[src/rtl/reg_wb_scheduler_pkg.sv]
// Shared constants and types for the register-file writeback scheduler.
// Optional macro: WB_BYPASS_EN (see reg_wb_scheduler.sv).
package reg_wb_pkg;

    localparam int unsigned NUM_REGS = 32'd32;
    localparam int unsigned ADDR_W   = 32'd5;
    localparam int unsigned DATA_W   = 32'd32;
    localparam int unsigned ZERO_REG = 32'd0;

    // Requester indices; also the bit position of each requester in the grant
    localparam int unsigned REQ_ALU  = 32'd0;
    localparam int unsigned REQ_MEM  = 32'd1;

    // One-hot grant: bit REQ_ALU = ALU, bit REQ_MEM = MEM
    typedef enum logic [1:0] {
        GNT_NONE = 2'b00,
        GNT_ALU  = 2'b01,
        GNT_MEM  = 2'b10
    } grant_t;

endpackage

[src/rtl/reg_wb_scheduler_wb_rr_arbiter.sv]
// Two-input writeback arbiter (ALU / MEM) producing a one-hot grant.
// FIXED_PRIO=0: round-robin, pointer moves to the loser only on a contended grant.
// FIXED_PRIO=1: MEM always wins a tie.
module wb_rr_arbiter #(
    parameter int unsigned FIXED_PRIO = 32'd0
) (
    input  logic               clk_i,
    input  logic               rst_ni,
    input  logic [1:0]         req_i,
    output reg_wb_pkg::grant_t gnt_o
);
    import reg_wb_pkg::*;

    // ptr_q holds the index of the requester that wins the next tie
    logic ptr_q;
    logic ptr_d;

    // Grant selection and next pointer value
    always_comb begin
        gnt_o = GNT_NONE;
        ptr_d = ptr_q;
        case (req_i)
            2'b01: gnt_o = GNT_ALU;
            2'b10: gnt_o = GNT_MEM;
            2'b11: begin
                if (FIXED_PRIO != 32'd0) begin
                    gnt_o = GNT_MEM;
                end else if (ptr_q == 1'(REQ_ALU)) begin
                    gnt_o = GNT_ALU;
                    ptr_d = 1'(REQ_MEM);
                end else begin
                    gnt_o = GNT_MEM;
                    ptr_d = 1'(REQ_ALU);
                end
            end
            default: gnt_o = GNT_NONE;
        endcase
    end

    // Round-robin pointer register, ALU favoured out of reset
    always_ff @(posedge clk_i or negedge rst_ni) begin
        if (!rst_ni) begin
            ptr_q <= 1'(REQ_ALU);
        end else begin
            ptr_q <= ptr_d;
        end
    end

endmodule

[src/rtl/reg_wb_scheduler.sv]
// Register-file write-port scheduler: busy scoreboard for RAW/WAW hazards,
// ALU/MEM writeback arbitration, registered write port for a negedge regfile.
// Optional macro: WB_BYPASS_EN adds forwarding of the in-flight register write
// to the decode sources and removes the stall for a forwarded source.
module reg_wb_scheduler #(
    parameter int unsigned NUM_REGS   = 32'd32,
    parameter int unsigned ADDR_W     = 32'd5,
    parameter int unsigned DATA_W     = 32'd32,
    parameter int unsigned FIXED_PRIO = 32'd0
) (
    input  logic              Clock,
    input  logic              Reset_n,
    input  logic              Issue_Valid,
    input  logic [ADDR_W-1:0] Issue_Dest,
    output logic              Issue_Ready,
    input  logic [ADDR_W-1:0] Src_1,
    input  logic [ADDR_W-1:0] Src_2,
    output logic              Stall,
    input  logic              Alu_Valid,
    input  logic [ADDR_W-1:0] Alu_Reg,
    input  logic [DATA_W-1:0] Alu_Data,
    output logic              Alu_Ready,
    input  logic              Mem_Valid,
    input  logic [ADDR_W-1:0] Mem_Reg,
    input  logic [DATA_W-1:0] Mem_Data,
    output logic              Mem_Ready,
    output logic              Reg_Write,
    output logic [ADDR_W-1:0] Write_Reg,
    output logic [DATA_W-1:0] Write_Data
`ifdef WB_BYPASS_EN
    ,
    output logic              Fwd_Hit_1,
    output logic              Fwd_Hit_2,
    output logic [DATA_W-1:0] Fwd_Data_1,
    output logic [DATA_W-1:0] Fwd_Data_2
`endif
);
    import reg_wb_pkg::*;

    localparam logic [ADDR_W-1:0] ZERO_IDX = ADDR_W'(ZERO_REG);

    logic [NUM_REGS-1:0] busy_q;
    logic [NUM_REGS-1:0] busy_d;
    logic [NUM_REGS-1:0] busy_set_s;
    logic [NUM_REGS-1:0] busy_clr_s;
    logic                reg_write_q;
    logic                reg_write_d;
    logic [ADDR_W-1:0]   write_reg_q;
    logic [ADDR_W-1:0]   write_reg_d;
    logic [DATA_W-1:0]   write_data_q;
    logic [DATA_W-1:0]   write_data_d;

    grant_t              gnt_s;
    logic                gnt_any_s;
    logic [ADDR_W-1:0]   gnt_reg_s;
    logic [DATA_W-1:0]   gnt_data_s;
    logic                issue_ready_s;
    logic                issue_fire_s;
    logic                fwd_hit_1_s;
    logic                fwd_hit_2_s;

    wb_rr_arbiter #(
        .FIXED_PRIO (FIXED_PRIO)
    ) u_arb (
        .clk_i  (Clock),
        .rst_ni (Reset_n),
        .req_i  ({Mem_Valid, Alu_Valid}),
        .gnt_o  (gnt_s)
    );

    assign Alu_Ready = (gnt_s == GNT_ALU);
    assign Mem_Ready = (gnt_s == GNT_MEM);

    // Steer the granted requester's register and data onto the write path
    always_comb begin
        gnt_any_s  = 1'b0;
        gnt_reg_s  = Alu_Reg;
        gnt_data_s = Alu_Data;
        case (gnt_s)
            GNT_ALU: begin
                gnt_any_s  = 1'b1;
                gnt_reg_s  = Alu_Reg;
                gnt_data_s = Alu_Data;
            end
            GNT_MEM: begin
                gnt_any_s  = 1'b1;
                gnt_reg_s  = Mem_Reg;
                gnt_data_s = Mem_Data;
            end
            default: begin
                gnt_any_s  = 1'b0;
                gnt_reg_s  = Alu_Reg;
                gnt_data_s = Alu_Data;
            end
        endcase
    end

    // Register 0 is never busy, so it never blocks an issue (WAW check)
    assign issue_ready_s = !busy_q[Issue_Dest] || (Issue_Dest == ZERO_IDX);
    assign issue_fire_s  = Issue_Valid && issue_ready_s && (Issue_Dest != ZERO_IDX);
    assign Issue_Ready   = issue_ready_s;

    // Scoreboard next state: clear on grant, set on issue; set wins a collision
    always_comb begin
        busy_clr_s = '0;
        busy_set_s = '0;
        if (gnt_any_s) begin
            busy_clr_s[gnt_reg_s] = 1'b1;
        end else begin
            busy_clr_s = '0;
        end
        if (issue_fire_s) begin
            busy_set_s[Issue_Dest] = 1'b1;
        end else begin
            busy_set_s = '0;
        end
        busy_d = (busy_q & ~busy_clr_s) | busy_set_s;
        busy_d[ZERO_REG] = 1'b0;
    end

    // Write-port next state; index/data hold when nothing is granted
    always_comb begin
        reg_write_d = gnt_any_s && (gnt_reg_s != ZERO_IDX);
        if (gnt_any_s) begin
            write_reg_d  = gnt_reg_s;
            write_data_d = gnt_data_s;
        end else begin
            write_reg_d  = write_reg_q;
            write_data_d = write_data_q;
        end
    end

    // Scoreboard and registered write port
    always_ff @(posedge Clock or negedge Reset_n) begin
        if (!Reset_n) begin
            busy_q       <= '0;
            reg_write_q  <= 1'b0;
            write_reg_q  <= '0;
            write_data_q <= '0;
        end else begin
            busy_q       <= busy_d;
            reg_write_q  <= reg_write_d;
            write_reg_q  <= write_reg_d;
            write_data_q <= write_data_d;
        end
    end

    assign Reg_Write  = reg_write_q;
    assign Write_Reg  = write_reg_q;
    assign Write_Data = write_data_q;

`ifdef WB_BYPASS_EN
    // A source matching the register being written this cycle is forwarded
    assign fwd_hit_1_s = reg_write_q && (write_reg_q == Src_1) && (Src_1 != ZERO_IDX);
    assign fwd_hit_2_s = reg_write_q && (write_reg_q == Src_2) && (Src_2 != ZERO_IDX);
    assign Fwd_Hit_1   = fwd_hit_1_s;
    assign Fwd_Hit_2   = fwd_hit_2_s;
    assign Fwd_Data_1  = fwd_hit_1_s ? write_data_q : '0;
    assign Fwd_Data_2  = fwd_hit_2_s ? write_data_q : '0;
`else
    assign fwd_hit_1_s = 1'b0;
    assign fwd_hit_2_s = 1'b0;
`endif

    assign Stall = ((Src_1 != ZERO_IDX) && busy_q[Src_1] && !fwd_hit_1_s) ||
                   ((Src_2 != ZERO_IDX) && busy_q[Src_2] && !fwd_hit_2_s);

endmodule

[config.mk]
export PLATFORM = sky130hd
export DESIGN_NAME = reg_wb_scheduler
export DESIGN_NICKNAME = d
export VERILOG_FILES = /design/src/rtl/reg_wb_scheduler_pkg.sv /design/src/rtl/reg_wb_scheduler_wb_rr_arbiter.sv /design/src/rtl/reg_wb_scheduler.sv
export SDC_FILE = /design/constraint.sdc
export NUM_CORES = 1
export LEC_CHECK = 0
export CORE_MARGIN = 3
export CORE_UTILIZATION = 30
export CTS_CLUSTER_DIAMETER = 100
export CTS_CLUSTER_SIZE = 30
export DETAILED_ROUTE_END_ITERATION = 10
export PLACE_DENSITY = 0.7
export SYNTH_ARGS = -nofsm -noshare
export SYNTH_HDL_FRONTEND = slang
export SYNTH_SLANG_ARGS = --single-unit
[constraint.sdc]
create_clock -name Clock -period 2.25 [get_ports Clock]
set_clock_uncertainty 0.05 [all_clocks]
set_input_delay 0.45 -clock Clock [delete_from_list [all_inputs] [get_ports Clock]]
set_output_delay 0.45 -clock Clock [all_outputs]
set_load 0.05 [all_outputs]
==> results of run 1 <==
-- placed cells by master, fill, tap and decap left out, drive strengths merged, types with 2 or more instances in the layout --
cell type	count
o21ai	35
nor2	14
mux2i	8
and3	4
nor3	3
dlymetal6s2s	2
mux2	10
and3b	3
clkinv	2
nand3b	2
or2	2
a211oi	3
nor3b	5
nand4b	2
o31a	2
clkbuf	12
o22ai	4
clkinvlp	3
mux4	17
a21oi	14
nand2	104
and4b	2
nor4	2
buf	84
inv	3
nand3	8
dlygate4sd2	3
clkdlybuf4s50	120
a22oi	35
nand2b	6
o31ai	31
dfrtp	70
-- metrics by stage --
step	setup WS (ps)	setup TNS (ps)	utilization	hold slack [ps]	power (uW)
floorplan	-200	-339	-	104	3420
global placement	-762	-17760	0.456	334	4450
detailed placement	-765	-18560	0.456	335	4510
CTS	-297	-553	0.486	437	6050
global route	-369	-683	0.490	456	6360
finish	-291	-541	0.490	428	6060
-- cells in the mapped netlist (5+ instances only) --
cell / number
a21oi_1: 13
mux4_1: 5
buf_1: 6
dfrtp_1: 70
mux4_2: 12
a22oi_1: 35
o21ai_1: 19
mux2i_1: 8
o21ai_0: 12
mux2_2: 10
nand3_1: 8
nor3b_1: 5
clkbuf_1: 16
o31ai_1: 31
nor2_1: 14
nand2b_1: 6
nand2_1: 103
-- timing repair --
item,CTS,global route
hold endpoints to repair,14,0
pin swaps,8,3
hold buffers,1,0
setup endpoints to repair,35,4
resized for setup,31,10
cloned,1,0
setup buffers,9,5
-- power by group --
group	total, uW	switching (uW)	internal (uW)
Clock	1420	532	888
Combinational	2690	1430	1260
Sequential	1950	335	1620
Total	6060	2300	3770
-- worst min path at each step --
| stage | start | endpoint | slack [ps] | cells after the start |
|---|---|---|---|---|
| after global routing | u_arb.ptr_q$_DFFE_PN0N_ | u_arb.ptr_q$_DFFE_PN0N_ | 460 | 1 |
| after global placement | Reset_n | Write_Data[14]$_DFFE_PN0P_ | 330 | 1 |
| after floorplan | Reset_n | Reg_Write$_DFF_PN0_ | 100 | 0 |
| after detailed placement | Reset_n | Write_Data[13]$_DFFE_PN0P_ | 340 | 1 |
| after CTS | u_arb.ptr_q$_DFFE_PN0N_ | u_arb.ptr_q$_DFFE_PN0N_ | 440 | 1 |
| final | u_arb.ptr_q$_DFFE_PN0N_ | u_arb.ptr_q$_DFFE_PN0N_ | 430 | 1 |
-- kinds of logic (layout without fill, tap and decap cells) --
group / count (synthesis) / in the layout / synth area share
and+or+nand+nor: 162 / 162 / 0.182
DFF: 70 / 70 / 0.424
xor gates and xnor gates: 1 / 1 / 0.00212
muxes: 35 / 35 / 0.144
buffers and inverters: 34 / 232 / 0.0414
AOI/OAI and AO/OA: 127 / 127 / 0.207
-- routing by layer --
| layer | wire (um) | vias to the layer above | global-route usage |
|---|---|---|---|
| met5 | 0 | - | 0 |
| met4 | 174 | 0 | 0.0457 |
| met3 | 1600 | 16 | 0.0631 |
| met2 | 6580 | 232 | 0.307 |
| met1 | 5530 | 2078 | 0.231 |
| li1 | - | 1980 | - |
-- worst register-to-register path, cell delays in order (launching register included) --
cell and delay (ps):
dfrtp_1 390, buf_4 150, mux4_2 460, and2b_2 230
a21oi_4 150, nand2_4 80, buf_4 220, o21ai_0 190
-- area by class of cell --
class	instances	area, sq um	area share
clock buffer	11	243	0.0371
tap	176	220	0.0337
timing repair buffer	212	2010	0.307
sequential	70	1750	0.268
clock inverter	5	58.8	0.00900
inverter	4	18.8	0.00287
multi-input combinational	325	2240	0.343
-- state kept, by name (all words and copies together) (netlist names) --
name	count
Write_Data	32
busy_q	31
Write_Reg	5
Reg_Write	1
u_arb.ptr_q	1
==> flow_summary.ini, run 1 <==
[status]
status = finished with violations
violations = setup timing

[routing]
via_count = 4306
ant_nets = 0
wl_mm = 13.9
dr.pass1.iters = 5
drc = 0
wl_per_cell_um = 17.3
drt_iter0_markers = 298
viasPerCell = 5.36

[worst_setup_path]
cp.required_ps = 1750
critPathTopFamily = simple AND/OR/NAND/NOR gates
cp.arrival_ps = 2040
crit_start = busy_q[29]$_DFF_PN0_
cp_max_fo = 4
critical_path_depth = 6
critPathCaptureType = output port
cp_num_buf_inv = 1
ff2ff_path_depth = 7
rr_endpoint = busy_q[4]$_DFF_PN0_
path_class = reg2out
path_cells = mux4_2, nor2_2, nor3_1, nor4_1, nand4_1, buf_6
rrSetupSlack_ps = 240
critPathLaunchType = flip-flop
crit_path_top_delay_cell = mux4_2
endpoint = Stall
r2r_start = busy_q[27]$_DFF_PN0_
slowest_delay_ps = 510

[layout]
nets = 716
fin_cells = 803
stdcell_area_sq_mm = 0.00654
drive_gt1_frac = 0.241
fillers = 1276
area_growth_pct = 58.1
antennaDiodeCount = 0

[placement]
dpl.hpwl_mm = 10.3
dpl.cell_count = 771
port_buffers = 135
place_congestion = 0.903
dpl_cell_area_sq_mm = 0.00608

[die]
fp.dieH_um = 123
initial_core_util = 0.310
ios = 136
die_area_sq_mm = 0.0152
die_w_um = 123
core_sq_mm = 0.0133
placementRows = 42

[power]
peakVddDrop_mv = 0.434
p_leak_uw = 0.00278
power.density_mw_per_mm2 = 928

[synthesis]
syn_area_sq_mm = 0.00414
synth-seq-cells = 70
synth.distinct_cells = 45
synth-edff-count = 0
synth_fp_nets = 523
async_reset_ff_frac = 1.00
synth_cells = 429
ys_warn_count = 0
synthFlopType = dfrtp_1
synth_top_area_frac = 0.424
yosys-top-cells-area = dfrtp_1, nand2_1, mux4_2
synth.largest_area_cell = dfrtp_1
ys_seq_area_frac = 0.424
syn_avg_cell_area_sq_um = 9.64

[sta]
max_freq_ghz = 0.394
hold_violations = 0
drv_slew = 0
setup_slack_ps = -291
setup_viol = 2
rsz0062_at_grt = yes
relSlewSlack = 0.467
worst_pin_slew_ps = 795
layout_min_cycle_time_ps = 2540
fin_crit_sh = 1.13

[global_routing]
grt_overflow = 0
grt_max_degree = 57
antenna_found_initial = 0
grt_pass1_vias = 4377
grtUsageTotal = 0.185
grt_pass1_wl_mm = 22.2

[clock_network]
cts_buffers = 9
cts_sinks = 70
clock_latency_ps = 330
ctsRootBufferMaster = clkbuf_16
clockBufferDepth = 2
clkTransAtPathRegs_ps = 60
cts_tree = done
htreeDepth = 3

[min_path]
min_path_type = reg2reg

[job]
cap_violations = 0
(Power assumes the default switching activity.)
==> run 2, diff against run 1 <==
- PLACE_DENSITY: 0.7 -> 0.68
- clock period: 2.25 -> 2.93 ns (I/O delays scaled with it)
==> run 2 against run 1 <==
  * The run now ends clean
  * Largest power group unchanged
  * Critical path type is now in2out
  * Register-to-register slack improved by 660 ps
  * Hold slack got worse by 22 ps
  * Routed wire length rose by 0.66%
  * Non-clock buffer count fell by 31
  * Critical endpoint is now Issue_Ready
  * First-iteration DRC count fell by 5.4%
  * Sequential power fell by 20%
  * Clock power fell by 18%
  * Clock-buffer cell count rose by 1
==> flow_summary.ini, run 2 (synthesis gave the netlist of run 1 again) <==
[routing]
drt_iter0_markers = 282
drc = 0
via_count = 4148
viasPerCell = 5.37
ant_nets = 0
wl_per_cell_um = 18.1
dr.pass1.iters = 8
wl_mm = 14.0

[clock_network]
cts_sinks = 70
clock_latency_ps = 330
cts_tree = done
htreeDepth = 3
ctsRootBufferMaster = clkbuf_16
ctsHoldBuffers = 0
clkTransAtPathRegs_ps = 60
cts_buffers = 9
clockBufferDepth = 2

[placement]
dpl_cell_area_sq_mm = 0.00588
port_buffers = 135
place_congestion = 0.902
dpl.hpwl_mm = 10.4

[worst_setup_path]
cp_max_fo = 12
r2r_start = busy_q[21]$_DFF_PN0_
critPathLaunchType = primary input
critPathCaptureType = output port
rrSetupSlack_ps = 900
cp.arrival_ps = 2220
ff2ff_path_depth = 6
path_class = in2out
rr_endpoint = busy_q[2]$_DFF_PN0_
cp.required_ps = 2290

[status]
status = finished, final reports clean

[layout]
stdcell_area_sq_mm = 0.00631
final_core_util = 0.473
antennaDiodeCount = 0
fillers = 1286
final_common_cell = clkdlybuf4s50_1
largest_register_ffs = 32
area_growth_pct = 52.6
final_cell_mix = clkdlybuf4s50_1, nand2_1, dfrtp_1, buf_4, a22oi_1
nets = 685
drive_gt1_frac = 0.193

[die]
placementRows = 42
core_sq_mm = 0.0133
ios = 136
die_area_sq_mm = 0.0152
initial_core_util = 0.310
die_w_um = 123
fp.dieH_um = 123

[min_path]
min_path_type = in2async

[sta]
hold_violations = 0
drv_slew = 0
worst_pin_slew_ps = 898
max_freq_ghz = 0.351
rsz0062_at_grt = no
setup_viol = 0
fin_crit_sh = 0.974
layout_min_cycle_time_ps = 2850
relSlewSlack = 0.401

[global_routing]
grt_overflow = 0
grt_pass1_vias = 4189
grt_max_degree = 71
grt_pass1_wl_mm = 21.6
grtUsageTotal = 0.184
antenna_found_initial = 0

[power]
peakVddDrop_mv = 0.316
p_leak_uw = 0.00264
p_total_uw = 4560
power.density_mw_per_mm2 = 723

[job]
cap_violations = 0
[run 2: cell types whose count changed in the layout (fill, tap and decap cells not counted), sizes merged, moves of 2 or more]
cell | before | now
buf | 84 | 51
clkbuf | 12 | 14
clkdlybuf4s50 | 120 | 124
clkinvlp | 3 | 0
[run 2: area by class of cell]
cell class              count  area [sq um]  area share
inverters                   4          17.5     0.00278
repair buffers            181          1760       0.279
well taps                 176           220      0.0349
multi-input cells         325          2240       0.356
clock inverters             4          70.1      0.0111
flip-flops and latches     70          1750       0.278
clock buffers              12           246      0.0391
[run 2: how the worst max path moves through the flow]
stage                             start           to  slack [ps]  cells after the start
after floorplan                Src_2[0]        Stall          70                      6
after global placement    Issue_Dest[0]  Issue_Ready        -250                      8
after detailed placement       Src_2[0]        Stall        -270                      9
after CTS                      Src_1[0]        Stall           3                      8
after global routing      Issue_Dest[0]  Issue_Ready           1                      8
final                     Issue_Dest[1]  Issue_Ready          80                      8
[run 2: timing repair]
action / in CTS / in global routing
pin swaps: 8 / 4
resized for setup: 17 / 11
setup buffers: 7 / 0
endpoints found under the hold margin: 0 / 0
endpoints found under the setup margin: 2 / 2
[run 2: report_power, final]
part           leakage (uW)  switching, uW  internal, uW
clock network      0.000157            392           766
registers          0.000853            316          1240
logic               0.00163           1020           827
[run 2: worst max-delay path: stages]
cell	delay [ps]
clkdlybuf4s50_1	480
buf_6	150
mux4_2	300
a22oi_1	210
and3_4	240
nand2_4	60
inv_4	60
buf_12	120
[run 2: per-stage QoR]
step	setup WS (ps)	instances	TNS [ps]	hold WS, ps
finish	77.6	772	0	407
global route	1.44	772	0	458
CTS	3.30	772	0	424
detailed placement	-269	749	-539	413
global placement	-250	749	-495	402
floorplan	70.3	429	0	240
[run 2: metal layers]
layer,vias to the layer above,share of wire,global-route usage
li1,1919,-,-
met1,2004,0.40,0.228
met2,215,0.47,0.301
met3,10,0.12,0.0741
met4,0,0.0094,0.0471
met5,-,0,0
